### src/rtl/block_emitter_pkg.sv
// Shared encodings, ASCII constants and letter tables for the block emitter.
// Optional build macro: BLOCK_EMITTER_GUARD_EN (rejects under/overflowing commands).
package block_emitter_pkg;

    typedef enum logic [1:0] {
        S_IDLE = 2'd0,
        S_WORD = 2'd1,
        S_SEP  = 2'd2
    } state_e;

    typedef enum logic {
        CMD_BEGIN = 1'b0,
        CMD_END   = 1'b1
    } cmd_e;

    localparam logic [7:0]  SPACE     = 8'd32;
    localparam logic [7:0]  CASE_OFS  = 8'd32;
    localparam logic [3:0]  DEPTH_MAX = 4'd15;

    // First letter sits in the most significant byte.
    localparam logic [39:0] BEGIN_TXT = "begin";
    localparam logic [23:0] END_TXT   = "end";

    function automatic logic [2:0] word_len(cmd_e c);
        return (c == CMD_BEGIN) ? 3'd5 : 3'd3;
    endfunction

endpackage

### src/rtl/block_emitter_if.sv
// Command handshake and character stream of the block emitter.
// master = command source / stream consumer, slave = the emitter.
interface block_emitter_if;

    logic       cmd_valid;
    logic       cmd;
    logic [4:0] case_mask;
    logic       cmd_ready;
    logic [7:0] out;
    logic       out_valid;
    logic [3:0] depth;
    logic       result;
    logic       err;

    modport master (
        output cmd_valid, cmd, case_mask,
        input  cmd_ready, out, out_valid, depth, result, err
    );

    modport slave (
        input  cmd_valid, cmd, case_mask,
        output cmd_ready, out, out_valid, depth, result, err
    );

endinterface

### src/rtl/block_emitter_char.sv
// Combinational letter lookup: (command, letter index, case bit) -> ASCII byte.
// Indices past the end of the word map to a space.
module block_emitter_char
    import block_emitter_pkg::*;
(
    input  cmd_e       cmd,
    input  logic [2:0] idx,
    input  logic       upper,
    output logic [7:0] ch
);

    logic [7:0] lower;
    logic       in_word;

    assign in_word = (idx < word_len(cmd));

    // NOTE: every combinational output gets a default first so no latch is inferred.
    always_comb begin
        lower = SPACE;
        if (in_word) begin
            if (cmd == CMD_BEGIN) lower = BEGIN_TXT[8 * (4 - int'(idx)) +: 8];
            else                  lower = END_TXT[8 * (2 - int'(idx)) +: 8];
        end
    end

    assign ch = (in_word && upper) ? lower - CASE_OFS : lower;

endmodule

### src/rtl/block_emitter.sv
// Emits "begin "/"end " character streams on command and tracks nesting depth.
// Build option: define BLOCK_EMITTER_GUARD_EN to reject END at depth 0 and BEGIN at depth 15.
module block_emitter
    import block_emitter_pkg::*;
(
    input  logic           clk,
    input  logic           reset,
    block_emitter_if.slave bus
);

    state_e     state_q, state_d;
    cmd_e       cmd_q, cmd_d, cmd_sel;
    logic [4:0] mask_q, mask_d, mask_sel;
    logic [2:0] idx_q, idx_d, idx_sel;
    logic [7:0] out_q, out_d, ch;
    logic       valid_q, valid_d;
    logic [3:0] depth_q, depth_d;
    logic       ovf_q, ovf_d, unf_q, unf_d;
    logic       result_q, err_q;
    logic       ready, accept, reject, start, upper;

    assign ready  = (state_q != S_WORD);
    assign accept = bus.cmd_valid && ready;

`ifdef BLOCK_EMITTER_GUARD_EN
    assign reject = accept && (bus.cmd ? (depth_q == 4'd0) : (depth_q == DEPTH_MAX));
`else
    assign reject = 1'b0;
`endif

    assign start = accept && !reject;

    // On accept the first letter is looked up from the live command, afterwards from the registered one.
    assign cmd_sel  = start ? cmd_e'(bus.cmd) : cmd_q;
    assign mask_sel = start ? bus.case_mask   : mask_q;
    assign idx_sel  = start ? 3'd0            : idx_q;
    assign upper    = (idx_sel < 3'd5) && mask_sel[idx_sel];

    block_emitter_char u_char (
        .cmd   (cmd_sel),
        .idx   (idx_sel),
        .upper (upper),
        .ch    (ch)
    );

    always_comb begin
        state_d = state_q;
        cmd_d   = cmd_q;
        mask_d  = mask_q;
        idx_d   = idx_q;
        out_d   = SPACE;
        valid_d = 1'b0;
        depth_d = depth_q;
        ovf_d   = ovf_q;
        unf_d   = unf_q;
        if (start) begin
            state_d = S_WORD;
            cmd_d   = cmd_sel;
            mask_d  = mask_sel;
            idx_d   = 3'd1;
            out_d   = ch;
            valid_d = 1'b1;
            if (cmd_sel == CMD_BEGIN) begin
                if (depth_q == DEPTH_MAX) ovf_d = 1'b1;
                else                      depth_d = depth_q + 4'd1;
            end else begin
                if (depth_q == 4'd0) unf_d = 1'b1;
                else                 depth_d = depth_q - 4'd1;
            end
        end else begin
            case (state_q)
                S_WORD: begin
                    valid_d = 1'b1;
                    if (idx_q == word_len(cmd_q)) begin
                        state_d = S_SEP;
                    end else begin
                        out_d = ch;
                        idx_d = idx_q + 3'd1;
                    end
                end
                default: state_d = S_IDLE;
            endcase
        end
    end

    // NOTE: registers use non-blocking assignments so every flop samples pre-edge values.
    always_ff @(posedge clk) begin
        if (reset) begin
            state_q  <= S_IDLE;
            cmd_q    <= CMD_BEGIN;
            mask_q   <= 5'd0;
            idx_q    <= 3'd0;
            out_q    <= SPACE;
            valid_q  <= 1'b0;
            depth_q  <= 4'd0;
            ovf_q    <= 1'b0;
            unf_q    <= 1'b0;
            result_q <= 1'b1;
            err_q    <= 1'b0;
        end else begin
            state_q  <= state_d;
            cmd_q    <= cmd_d;
            mask_q   <= mask_d;
            idx_q    <= idx_d;
            out_q    <= out_d;
            valid_q  <= valid_d;
            depth_q  <= depth_d;
            ovf_q    <= ovf_d;
            unf_q    <= unf_d;
            result_q <= (depth_d == 4'd0) && !ovf_d && !unf_d;
            err_q    <= reject;
        end
    end

    assign bus.cmd_ready = ready;
    assign bus.out       = out_q;
    assign bus.out_valid = valid_q;
    assign bus.depth     = depth_q;
    assign bus.result    = result_q;
    assign bus.err       = err_q;

endmodule

### src/flat_wrapper.sv
// flat-port wrapper written by rule: the top's interface ports become plain ports
module block_emitter_flat import block_emitter_pkg::*;
  (clk, reset, bus_cmd_valid, bus_cmd, bus_case_mask, bus_cmd_ready, bus_out, bus_out_valid, bus_depth, bus_result, bus_err);
  block_emitter_if bus_i ();
  input  logic clk;
  input  logic reset;
  input wire logic [$bits(bus_i.cmd_valid)-1:0] bus_cmd_valid;
  input wire logic [$bits(bus_i.cmd)-1:0] bus_cmd;
  input wire logic [$bits(bus_i.case_mask)-1:0] bus_case_mask;
  output wire logic [$bits(bus_i.cmd_ready)-1:0] bus_cmd_ready;
  output wire logic [$bits(bus_i.out)-1:0] bus_out;
  output wire logic [$bits(bus_i.out_valid)-1:0] bus_out_valid;
  output wire logic [$bits(bus_i.depth)-1:0] bus_depth;
  output wire logic [$bits(bus_i.result)-1:0] bus_result;
  output wire logic [$bits(bus_i.err)-1:0] bus_err;
  assign bus_i.cmd_valid = bus_cmd_valid;
  assign bus_i.cmd = bus_cmd;
  assign bus_i.case_mask = bus_case_mask;
  assign bus_cmd_ready = bus_i.cmd_ready;
  assign bus_out = bus_i.out;
  assign bus_out_valid = bus_i.out_valid;
  assign bus_depth = bus_i.depth;
  assign bus_result = bus_i.result;
  assign bus_err = bus_i.err;
  block_emitter u_core (.clk(clk), .reset(reset), .bus(bus_i));
endmodule
### config.mk
export PLATFORM = sky130hd
export DESIGN_NAME = block_emitter_flat
export DESIGN_NICKNAME = d
export VERILOG_FILES = /design/src/rtl/block_emitter_pkg.sv /design/src/rtl/block_emitter_if.sv /design/src/rtl/block_emitter_char.sv /design/src/rtl/block_emitter.sv /design/src/flat_wrapper.sv
export SDC_FILE = /design/constraint.sdc
export NUM_CORES = 1
export LEC_CHECK = 0
export CAP_MARGIN = 20
export CORE_MARGIN = 5
export CORE_UTILIZATION = 45
export CTS_BUF_LIST = sky130_fd_sc_hd__clkbuf_8 sky130_fd_sc_hd__clkbuf_16
export DETAILED_ROUTE_END_ITERATION = 8
export HOLD_SLACK_MARGIN = 0.1
export MAX_ROUTING_LAYER = met4
export PLACE_DENSITY_LB_ADDON = 0.12
export SYNTH_ARGS = -nofsm -noshare
export SYNTH_HDL_FRONTEND = slang
export SYNTH_SLANG_ARGS = --single-unit
### constraint.sdc
create_clock -name clk -period 2.5 [get_ports clk]
set_input_delay 0.5 -clock clk [delete_from_list [all_inputs] [get_ports clk]]
set_output_delay 0.5 -clock clk [all_outputs]
set_load 0.02 [all_outputs]
# [Word-level counts from Yosys, hierarchy flattened]
# Index checks and enable logic that the tools add are counted.
[word_totals] elab_cells=76 in_bits=9 out_inout_bits=16 register_bits=27
[op_classes] eq_ne=6 n_lt_le_gt_ge=3 n_mux=31 reduce_logical=14 shifts=2 n_addsub=6 bitwise_logic=2
[ops] op="two-way mux 8 bit" count=6
[ops] op="indexed part select 40 x 7 -> 8 bit (first input constant)" count=1
[ops] op="indexed part select 24 x 7 -> 8 bit (first input constant)" count=1
[ops] op="two-way mux 1 bit" count=16
[ops] op="two-way mux 4 bit" count=4
[ops] op="two-way mux 3 bit" count=3
[ops] op="zero test 4 bit" count=2
[ops] op="subtractor 8 x 6 -> 8 bit (second input constant)" count=1
[ops] op="logical AND 1 bit" count=5
[ops] op="two-way mux 5 bit" count=1
[ops] op="adder 4 x 1 -> 4 bit (second input constant)" count=1
[ops] op="equality test 4 bit (second input constant)" count=1
[ops] op="less-than comparator 3 x 4 -> 1 bit (second input constant)" count=1
[ops] op="inequality test 2 x 1 -> 1 bit (second input constant)" count=2
[ops] op="AND reduction 2 bit" count=2
[ops] op="subtractor 2 x 3 -> 4 bit (first input constant)" count=1
[ops] op="subtractor 3 x 3 -> 4 bit (first input constant)" count=1
[ops] op="subtractor 4 x 1 -> 4 bit (second input constant)" count=1
[ops] op="adder 3 x 1 -> 3 bit (second input constant)" count=1
[ops] op="binary-select mux 1 bit (select 3 bit)" count=1
[ops] op="equality test 3 bit" count=1
[ops] op="less-than comparator 3 bit" count=1
[ops] op="less-than comparator 3 bit (second input constant)" count=1
[ops] op="inequality test 3 x 1 -> 1 bit (second input constant)" count=1
[ops] op="other kinds (6)" count=8

# [Depth between registers and ports, before layout]
# Gate-level depths: netlist of the first run.
[logic_depth] depth_word=12 depth_mapped=13 ltp_nobuf=12

# [By module]
# From an unflattened synthesis of the first run, not the netlist that was laid out.
[unflattened] hier_cells=188 area_unflattened_um2=1549.0
[by_module_without_submodules] module="block_emitter" cells_per_inst=140 instances=1 area_per_inst_um2=1241.2 seq_area_each_um2=540.5
[by_module_without_submodules] module="block_emitter_char" cells_per_inst=48 instances=1 area_per_inst_um2=307.8 seq_area_each_um2=0.0

# [Worst setup path after synthesis of the first run]
# OpenSTA, ideal clock, no wires.
[synth_path] kind="register -> register" from="register u_core.state_q[0]" to="register u_core.out_q[5] (netlist: u_core.bus.out[5])" setup_ns=0.117 period_less_slack_ns=2.502 path_buffers=2 required_time_ns=2.383 stages_incl_launch_ff=14 path_slack_ns=-0.002 arrival_time_ns=2.385 path_cell_list="dfxtp_1 -> nor2b_4 -> inv_2 -> nand2_1 -> clkbuf_1 -> nand2_1 -> ha_1 -> clkbuf_1 -> nand2b_1 -> a21o_1 -> a21oi_1 -> o22ai_1 -> xnor2_1 -> nand2b_1"
[synth_via] elab_chain_cells=12 elab_cells_between_ends=24 cone_classes="add/sub: 3; order compare: 2; eq/ne: 2; shift: 2; mux: 12; reduce/logical: 3"
[synth_rtl] element="start: declaration" line="block_emitter.sv:11" source="state_e state_q, state_d;"
[synth_rtl] element="start signal: assignment" line="block_emitter.sv:101" source="state_q <= state_d;"
[synth_rtl] element="inequality test 2 x 1 -> 1 bit (*)" line="block_emitter.sv:22" source="assign ready = (state_q != S_WORD);"
[synth_rtl] element="net bus_cmd_ready" line="flat_wrapper.sv:10" source="output wire logic [$bits(bus_i.cmd_ready)-1:0] bus_cmd_ready;"
[synth_rtl] element="logical AND 1 bit (*)" line="block_emitter.sv:23" source="assign accept = bus.cmd_valid && ready;"
[synth_rtl] element="two-way mux 3 bit" line="block_emitter.sv:36" source="assign idx_sel = start ? 3'd0 : idx_q;"
[synth_rtl] element="subtractor 3 x 3 -> 4 bit / subtractor 2 x 3 -> 4 bit (equally long branches)" line="block_emitter_char.sv:21, block_emitter_char.sv:22"
[synth_rtl] element="indexed part select 40 x 7 -> 8 bit / indexed part select 24 x 7 -> 8 bit (equally long branches)" line="block_emitter_char.sv:21, block_emitter_char.sv:22"
[synth_rtl] element="two-way mux 8 bit" line="block_emitter_char.sv:21" source="if (cmd == CMD_BEGIN) lower = BEGIN_TXT[8 * (4 - int'(idx)) +: 8];"
[synth_rtl] element="two-way mux 8 bit" line="block_emitter_char.sv:20" source="if (in_word) begin"
[synth_rtl] element="subtractor 8 x 6 -> 8 bit" line="block_emitter_char.sv:26" source="assign ch = (in_word && upper) ? lower - CASE_OFS : lower;"
[synth_rtl] element="two-way mux 8 bit" line="block_emitter_char.sv:26"
[synth_rtl] element="two-way mux 8 bit" line="block_emitter.sv:74" source="if (idx_q == word_len(cmd_q)) begin"
[synth_rtl] element="two-way mux 8 bit" line="block_emitter.sv:71" source="case (state_q)"
[synth_rtl] element="two-way mux 8 bit (*)" line="block_emitter.sv:56" source="if (start) begin"
[synth_rtl] element="end signal: assignment" line="block_emitter.sv:105" source="out_q <= out_d;"
[synth_rtl] element="end: declaration" line="block_emitter.sv:15" source="logic [7:0] out_q, out_d, ch;"
# The timed path passes the listed nets; every way through them passes the cells marked *. The select of a mux whose other input is x is not followed.
# A chain may end at the register's enable or synchronous reset.

# [Final worst setup path of the first run]
[layout_path] from="input bus_cmd_valid" to="register u_core.out_q[5] (netlist: u_core.bus.out[5])"
[layout_via] elab_cells_between_ends=22 cone_classes="add/sub: 3; order compare: 2; shift: 2; mux: 12; reduce/logical: 3"
[layout_lines] element="start: declaration" line="flat_wrapper.sv:7" source="input wire logic [$bits(bus_i.cmd_valid)-1:0] bus_cmd_valid;"
[layout_lines] element="logical AND 1 bit (*)" line="block_emitter.sv:23"
[layout_lines] element="two-way mux 1 bit (*)" line="block_emitter.sv:34" source="assign cmd_sel = start ? cmd_e'(bus.cmd) : cmd_q;"
[layout_lines] element="net u_core.cmd_sel" line="block_emitter.sv:12" source="cmd_e cmd_q, cmd_d, cmd_sel;"
[layout_lines] element="two-way mux 3 bit" line="block_emitter_pkg.sv:25" source="return (c == CMD_BEGIN) ? 3'd5 : 3'd3;"
[layout_lines] element="less-than comparator 3 bit" line="block_emitter_char.sv:15" source="assign in_word = (idx < word_len(cmd));"
[layout_lines] element="two-way mux 8 bit" line="block_emitter_char.sv:20"
[layout_lines] element="subtractor 8 x 6 -> 8 bit" line="block_emitter_char.sv:26"
[layout_lines] element="two-way mux 8 bit (*)" line="block_emitter_char.sv:26"
[layout_lines] element="two-way mux 8 bit" line="block_emitter.sv:74"
[layout_lines] element="two-way mux 8 bit" line="block_emitter.sv:71"
[layout_lines] element="two-way mux 8 bit (*)" line="block_emitter.sv:56"
# Marked as above.

==> reports/qor.yml, run 1 <==
dieArea_um2: 4490
synth-adder-area-share_pct: 5.99
seq_area_um2: 520
maxSlewViolCount: 0
first_iter_violations: 64
synthToLayoutAreaGrowth_pct: 27.0
hold_path.startpoint: "u_core.mask_q[3]"
yosys.cell_types.count: 45
slowest_stage_cell_on_the_critical_path: "sky130_fd_sc_hd__clkdlybuf4s50_1"
coreArea_um2: 3080
timing.critical_path.slowest_cell_delay_ns: 0.53
avgSynthCellArea_um2: 7.91
ys_warn_count: 0
start_kind: "input pin"
synth_top_flop_cell: "sky130_fd_sc_hd__dfxtp_1"
worst_path_class_setup: "input pin to register"
rows: 20
grt_overflow: 0
dominant_combinational_cell_family_by_area_after_synthesis: "simple AND/OR/NAND/NOR gates"
critical_path_arrival_ns: 2.55
synth-xor-area-share_pct: 1.80
grt_start_max_net_pins: 20
worst_hold_path_type: "register to register"
floorplan.die.height_um: 67.0
synth-seq-cells: 26
powerDensity_nw_per_um2: 565
synth_top_cells_by_area: "sky130_fd_sc_hd__dfxtp_1 (36%), sky130_fd_sc_hd__a21oi_1 (6.8%), sky130_fd_sc_hd__ha_1 (6.0%)"
number_of_input_and_output_port_buffers_inserted: 22
min_period_over_period_pct: 95.0
grt_util_all_layers_pct: 15.8
finalWeightedCongestion: 0.908
holdWs_ns: 0.458
layout.nets: 232
cts_inserted_buffers: 3
crit_path_max_fanout: 7
synthCells: 185
grt_pass1_wl_um: 5420
cts_max_path_buffers: 2
drt-pass1-iter-count: 4
cap_violations: 0
status: "finished, final reports clean"
vias_per_std_cell: 5.19
end_kind: "register"
synth_compound_area_share_pct: 19.3
worst_r2r_startpoint: "u_core.state_q[0]"
synth_area_um2: 1460
power.leakage_nw: 0.765
yosysTopAreaCellShare_pct: 35.6
layout_common_cells: "sky130_fd_sc_hd__dfxtp_1 (26), sky130_fd_sc_hd__nand2_1 (22), sky130_fd_sc_hd__clkdlybuf4s50_1 (22), sky130_fd_sc_hd__a21oi_1 (20), sky130_fd_sc_hd__nor2_1 (18)"
design.portCount: 25
utilization_pct: 60.4
path_buf_inv: 3
postPlaceCellArea_um2: 1800
final_cell_area_um2: 1860
initial_utilization_pct: 47.5
synth-async-reset-ratio_pct: 0
critPathMostFrequentCell: "sky130_fd_sc_hd__inv_2"
detail_route.wirelength_um: 3260
critical_path.top_delay_family: "compound AO/OA/AOI/OAI gates"
finClkSkew_ns: 0.00391
number_of_antenna_violations_at_the_first_check_in_global_routing: 0
critPathLaunch: "bus_cmd_valid"
synth_enable_flop_cells: 0
drc: 0
fraction_of_final_layout_cells_sized_beyond_drive_strength_1_pct: 15.3
cts.root.buffer_cell: "sky130_fd_sc_hd__clkbuf_8"
clk-insertion-delay-late_ns: 0.27
fin_crit_ns: 2.38
cts.clk_slew.worst_paths_ns: 0.09
crit_path_cell_trace: "clkdlybuf4s50_1 -> inv_2 -> o21ai_1 -> and2_4 -> inv_2 -> ha_1 -> nand3_1 -> a21oi_2 -> a2111o_4 -> nand2b_1"
synthMuxAreaShare_pct: 2.91
multi_input_area_um2: 838
max_slew_margin_pct: 66.7
tightest_slew_ns: 0.499
synth_simple_gate_area_share_pct: 26.6
yosysSeqAreaShare_pct: 35.6
final.fill_count: 281
setup_viol_count_final: 0
worstPathRequired_ns: 2.67
antenna_cells_inserted: 0
tritoncts: "built"
post_drt_wl_per_cell_um: 12.6
finalHoldViolCount: 0
number_of_nets_with_antenna_violations_after_routing: 0
place.detailed.hpwl_um: 2520
layout.cells.most_common: "sky130_fd_sc_hd__dfxtp_1"
chipWidth_um: 67.0
clkSinkCount: 26
synth_area_leader_cell: "sky130_fd_sc_hd__dfxtp_1"
ctsHoldBuffers: 0
vias_in_the_first_global_route: 1206
max_freq_mhz: 421
irDropWorstVdd_mv: 0.378
h-tree-depth: 1
routed_via_count: 1344
-- final timing paths --
| kind | endpoint | slack, ns | cells after the start |
|---|---|---|---|
| setup reg to reg | u_core.bus.out[5] | 0.32 | 12 |
| hold reg to reg | u_core.mask_q[3] | 0.46 | 2 |
| setup / recovery | u_core.bus.out[5] | 0.12 | 10 |
| hold / removal | u_core.mask_q[3] | 0.46 | 2 |
-- tightest hold or removal path, stage by stage (launching register included) --
cell                      delay [ns]
sky130_fd_sc_hd__dfxtp_1        0.32
sky130_fd_sc_hd__nand2_1        0.05
sky130_fd_sc_hd__a21oi_1        0.05
-- final cells by class --
cell class	instances	area share, %
multi-input cells	135	45.1
flip-flops and latches	26	28.0
repair buffers	39	18.7
clock buffers	4	2.96
well taps	44	2.96
inverters	11	2.22
-- flip-flops by register name, indices dropped and copies added, names as in the netlist --
signal                cells
u_core.bus.out            7
u_core.mask_q             5
u_core.bus.depth          4
u_core.idx_q              3
u_core.state_q            2
u_core.bus.out_valid      1
u_core.bus.result         1
u_core.cmd_q              1
u_core.ovf_q              1
u_core.unf_q              1
-- power breakdown --
group / internal (mW) / total [mW] / switching [mW] / leakage [nW]
sequential: 0.444 / 0.464 / 0.0205 / 0.213
combinational: 0.149 / 0.317 / 0.167 / 0.523
clock: 0.141 / 0.270 / 0.129 / 0.0288
total: 0.734 / 1.05 / 0.317 / 0.765
-- logic make-up after synthesis --
family | after synthesis
multiplexers | 3
AO/OA/AOI/OAI | 44
flip-flops | 26
XOR/XNOR | 3
adder cells (fa/ha/maj) | 7
other | 1
AND/OR/NAND/NOR | 76
buffers and inverters | 25
-- per-stage QoR --
stage | std cells | total power [mW] | TNS (ns) | setup slack (ns)
3_3_place_gp | 255 | 0.778 | -0.480 | -0.120
2_1_floorplan | 186 | 0.674 | 0 | 0.0905
4_1_cts | 259 | 1.05 | 0 | 0.0903
5_1_grt | 259 | 1.12 | -0.0000970 | -0.0000970
6_report | 259 | 1.05 | 0 | 0.124
3_5_place_dp | 255 | 0.788 | -1.06 | -0.201
-- timing repair --
| action | CTS | global route |
|---|---|---|
| resized for setup | 0 | 1 |
| endpoints found under the setup margin | 0 | 2 |
| buffers inserted | 0 | 0 |
| endpoints found under the hold margin | 0 | 0 |
-- Yosys cell counts (4+ instances only) --
library cell,number
sky130_fd_sc_hd__dfxtp_1,26
sky130_fd_sc_hd__nand2_1,22
sky130_fd_sc_hd__nor3_1,9
sky130_fd_sc_hd__inv_1,8
sky130_fd_sc_hd__nand3_1,8
sky130_fd_sc_hd__o21ai_0,4
sky130_fd_sc_hd__clkbuf_1,10
sky130_fd_sc_hd__a21oi_1,20
sky130_fd_sc_hd__ha_1,7
sky130_fd_sc_hd__and2_1,4
sky130_fd_sc_hd__nor2_1,18
-- routing by layer --
| metal | share of wire, % | global-route usage [%] |
|---|---|---|
| met5 | 0 | - |
| met2 | 46 | 24.7 |
| met4 | 0.71 | 3.29 |
| met1 | 49 | 20.9 |
| met3 | 4.4 | 3.37 |
No activity file was read; power rests on OpenSTA's default activity.
==> inputs of run 2 (changes only) <==
--- a/config.mk
+++ b/config.mk
@@ -6,13 +6,16 @@
 export NUM_CORES = 1
 export LEC_CHECK = 0
 export CAP_MARGIN = 20
+export CELL_PAD_IN_SITES_DETAIL_PLACEMENT = 2
+export CELL_PAD_IN_SITES_GLOBAL_PLACEMENT = 2
 export CORE_MARGIN = 5
-export CORE_UTILIZATION = 45
+export CORE_UTILIZATION = 27
 export CTS_BUF_LIST = sky130_fd_sc_hd__clkbuf_8 sky130_fd_sc_hd__clkbuf_16
 export DETAILED_ROUTE_END_ITERATION = 8
 export HOLD_SLACK_MARGIN = 0.1
 export MAX_ROUTING_LAYER = met4
 export PLACE_DENSITY_LB_ADDON = 0.12
+export SKIP_LAST_GASP = 1
 export SYNTH_ARGS = -nofsm -noshare
 export SYNTH_HDL_FRONTEND = slang
 export SYNTH_SLANG_ARGS = --single-unit
==> run 2 against run 1 <==
Effect of this change: critical path depth is 2 lower; via count grew 7.5%; maximum frequency rose by 4.5%; critical endpoint is now u_core.bus.result; highest routed layer unchanged.
==> reports/qor.yml, run 2 (synthesized netlist as in run 1, its figures left out) <==
layout.nets: 236  # was 232
clkSinkCount: 26  # unchanged
global_route_track_usage_on_met2_pct: 27.4  # was 24.7%
post_drt_wl_per_cell_um: 16.0  # was 12.6 um
maxSlewViolCount: 0  # unchanged
irDropWorstVdd_mv: 0.288  # was 0.378 mV
worst-r2r-setup-slack_ns: 0.23  # was 0.32 ns
postCtsResizedCells: 0  # unchanged
number_of_input_and_output_port_buffers_inserted: 22  # unchanged
cts.root.buffer_cell: "sky130_fd_sc_hd__clkbuf_8"  # unchanged
power.leakage_nw: 0.798  # was 0.765 nW
synthToLayoutAreaGrowth_pct: 32.9  # was 27.0%
grt_start_max_net_pins: 20  # unchanged
cts.clk_slew.worst_paths_ns: 0.10  # was 0.09 ns
finalHoldViolCount: 0  # unchanged
layout.cells.most_common: "sky130_fd_sc_hd__dfxtp_1"  # unchanged
clk-insertion-delay-late_ns: 0.27  # about the same
cts_inserted_buffers: 3  # unchanged
routed_via_count: 1445  # was 1344
powerDensity_nw_per_um2: 598  # was 565 nW/um2
busiest_layer: "met2"  # unchanged
finalWeightedCongestion: 0.831  # was 0.908
fraction_of_final_layout_cells_sized_beyond_drive_strength_1_pct: 17.8  # was 15.3%
cts_max_path_buffers: 2  # unchanged
p_comb_share_pct: 29.0  # was 30.1%
antenna_cells_inserted: 0  # unchanged
drt-pass1-iter-count: 4  # unchanged
met1_track_demand_over_resource_in_global_routing_pct: 14.4  # was 20.9%
initial_utilization_pct: 28.3  # was 47.5%
p_switching_mw: 0.351  # was 0.317 mW
place.detailed.hpwl_um: 3590  # was 2520 um
layout_common_cells: "sky130_fd_sc_hd__dfxtp_1 (26), sky130_fd_sc_hd__nand2_1 (21), sky130_fd_sc_hd__clkdlybuf4s50_1 (21), sky130_fd_sc_hd__buf_4 (21), sky130_fd_sc_hd__a21oi_1 (19)"  # was sky130_fd_sc_hd__dfxtp_1 (26), sky130_fd_sc_hd__nand2_1 (22), sky130_fd_sc_hd__clkdlybuf4s50_1 (22), sky130_fd_sc_hd__a21oi_1 (20), sky130_fd_sc_hd__nor2_1 (18)
first_iter_violations: 45  # was 64
ctsHoldBuffers: 0  # unchanged
cts.repair_timing.setup_buffer_count: 0  # unchanged
end_kind: "register"  # unchanged
finClkSkew_ns: 0.00249  # was 0.00391 ns
rsz0062_at_grt: "no"
fin_crit_ns: 2.27  # was 2.38 ns
start_kind: "register"  # was input pin
vias_per_std_cell: 5.00  # was 5.19
use_met3_pct: 1.18  # was 3.37%
crit_path_max_fanout: 7  # unchanged
floorplan.die.height_um: 83.6  # was 67.0 um
holdWs_ns: 0.463  # was 0.458 ns
p_clk_share_pct: 30.9  # was 25.7%
tritoncts: "built"  # unchanged
setup_viol_count_final: 0  # unchanged
critical_path_arrival_ns: 2.50  # was 2.55 ns
setup_total_negative_slack_ns: 0  # unchanged
grt_util_all_layers_pct: 13.9  # was 15.8%
number_of_antenna_violations_at_the_first_check_in_global_routing: 0  # unchanged
min_period_over_period_pct: 90.9  # was 95.0%
rows: 26  # was 20
vias_in_the_first_global_route: 1633  # was 1206
h-tree-depth: 1  # unchanged
worstPathRequired_ns: 2.72  # was 2.67 ns
detail_route.wirelength_um: 4630  # was 3260 um
chipWidth_um: 83.6  # was 67.0 um
dieArea_um2: 6990  # was 4490 um2
coreArea_um2: 5170  # was 3080 um2
grt_pass1_wl_um: 7850  # was 5420 um
max_freq_mhz: 440  # was 421 MHz
drc: 0  # unchanged
status: "finished, final reports clean"  # unchanged
switching_share_pct: 30.1  # about the same
largest_reg_flops: 7  # unchanged
seq_power_share_pct: 40.0  # was 44.2%
worst_path_class_setup: "register to register"  # was input pin to register
worst_hold_path_type: "register to register"  # unchanged
number_of_nets_with_antenna_violations_after_routing: 0  # unchanged
cap_violations: 0  # unchanged
design.portCount: 25  # unchanged
cell_internal_pwr_mw: 0.812  # was 0.734 mW
grt_overflow: 0  # unchanged
==> run 2: final cells by class <==
class / count / area [um2]
Clock inverter: 1 / 30.0
Fill cell: 579 / 3230
Clock buffer: 3 / 41.3
Sequential cell: 26 / 520
Inverter: 11 / 41.3
Multi-Input combinational cell: 135 / 843
Tap cell: 70 / 87.6
Timing Repair Buffer: 43 / 380
==> run 2: power by group through the flow <==
stage          Sequential, mW  Clock [mW]  Combinational (mW)
2_1_floorplan           0.491           0               0.184
3_3_place_gp            0.474           0               0.324
3_5_place_dp            0.475           0               0.339
4_1_cts                 0.466       0.372               0.343
5_1_grt                 0.470       0.380               0.370
6_report                0.466       0.360               0.337
==> run 2: worst max-delay path: stages, from the launching register on <==
cell	delay, ns
sky130_fd_sc_hd__dfxtp_1	0.40
sky130_fd_sc_hd__inv_1	0.12
sky130_fd_sc_hd__ha_1	0.23
sky130_fd_sc_hd__nor3b_1	0.45
sky130_fd_sc_hd__a21oi_1	0.17
sky130_fd_sc_hd__nand2_1	0.11
sky130_fd_sc_hd__xnor2_1	0.15
sky130_fd_sc_hd__nor4b_1	0.38
sky130_fd_sc_hd__a41o_1	0.23
==> run 2: worst paths after layout <==
check / startpoint / end / depth (start not counted)
min: u_core.mask_q[2] / u_core.mask_q[2] / 2
min reg2reg: u_core.mask_q[2] / u_core.mask_q[2] / 2
max reg2reg: u_core.bus.depth[1] / u_core.bus.result / 8
max: u_core.bus.depth[1] / u_core.bus.result / 8
==> run 2: stage by stage <==
step / setup WS [ns] / instances / cell area (um2) / utilization (%) / total power [mW]
after CTS: 0.0887 / 289 / 1930 / 37.4 / 1.18
after global placement: -0.118 / 285 / 1860 / 36.0 / 0.798
final: 0.227 / 289 / 1940 / 37.6 / 1.16
after floorplan: 0.0905 / 186 / 1470 / - / 0.674
after global routing: 0.0654 / 289 / 1940 / 37.6 / 1.22
after detailed placement: -0.209 / 285 / 1860 / 36.0 / 0.815
==> run 2: per-layer routing <==
layer	wire length [um]	up-vias
li1	-	707
met1	1940	718
met2	2560	18
met3	79	2
met4	44	0
met5	0	-
==> inputs of run 3 (changes only) <==
--- a/config.mk
+++ b/config.mk
@@ -15,6 +15,7 @@
 export HOLD_SLACK_MARGIN = 0.1
 export MAX_ROUTING_LAYER = met4
 export PLACE_DENSITY_LB_ADDON = 0.12
+export SKIP_CTS_REPAIR_TIMING = 1
 export SKIP_LAST_GASP = 1
 export SYNTH_ARGS = -nofsm -noshare
 export SYNTH_HDL_FRONTEND = slang
==> results of run 3 <==
Final layout, timing and power as in run 2 (identical DEF).
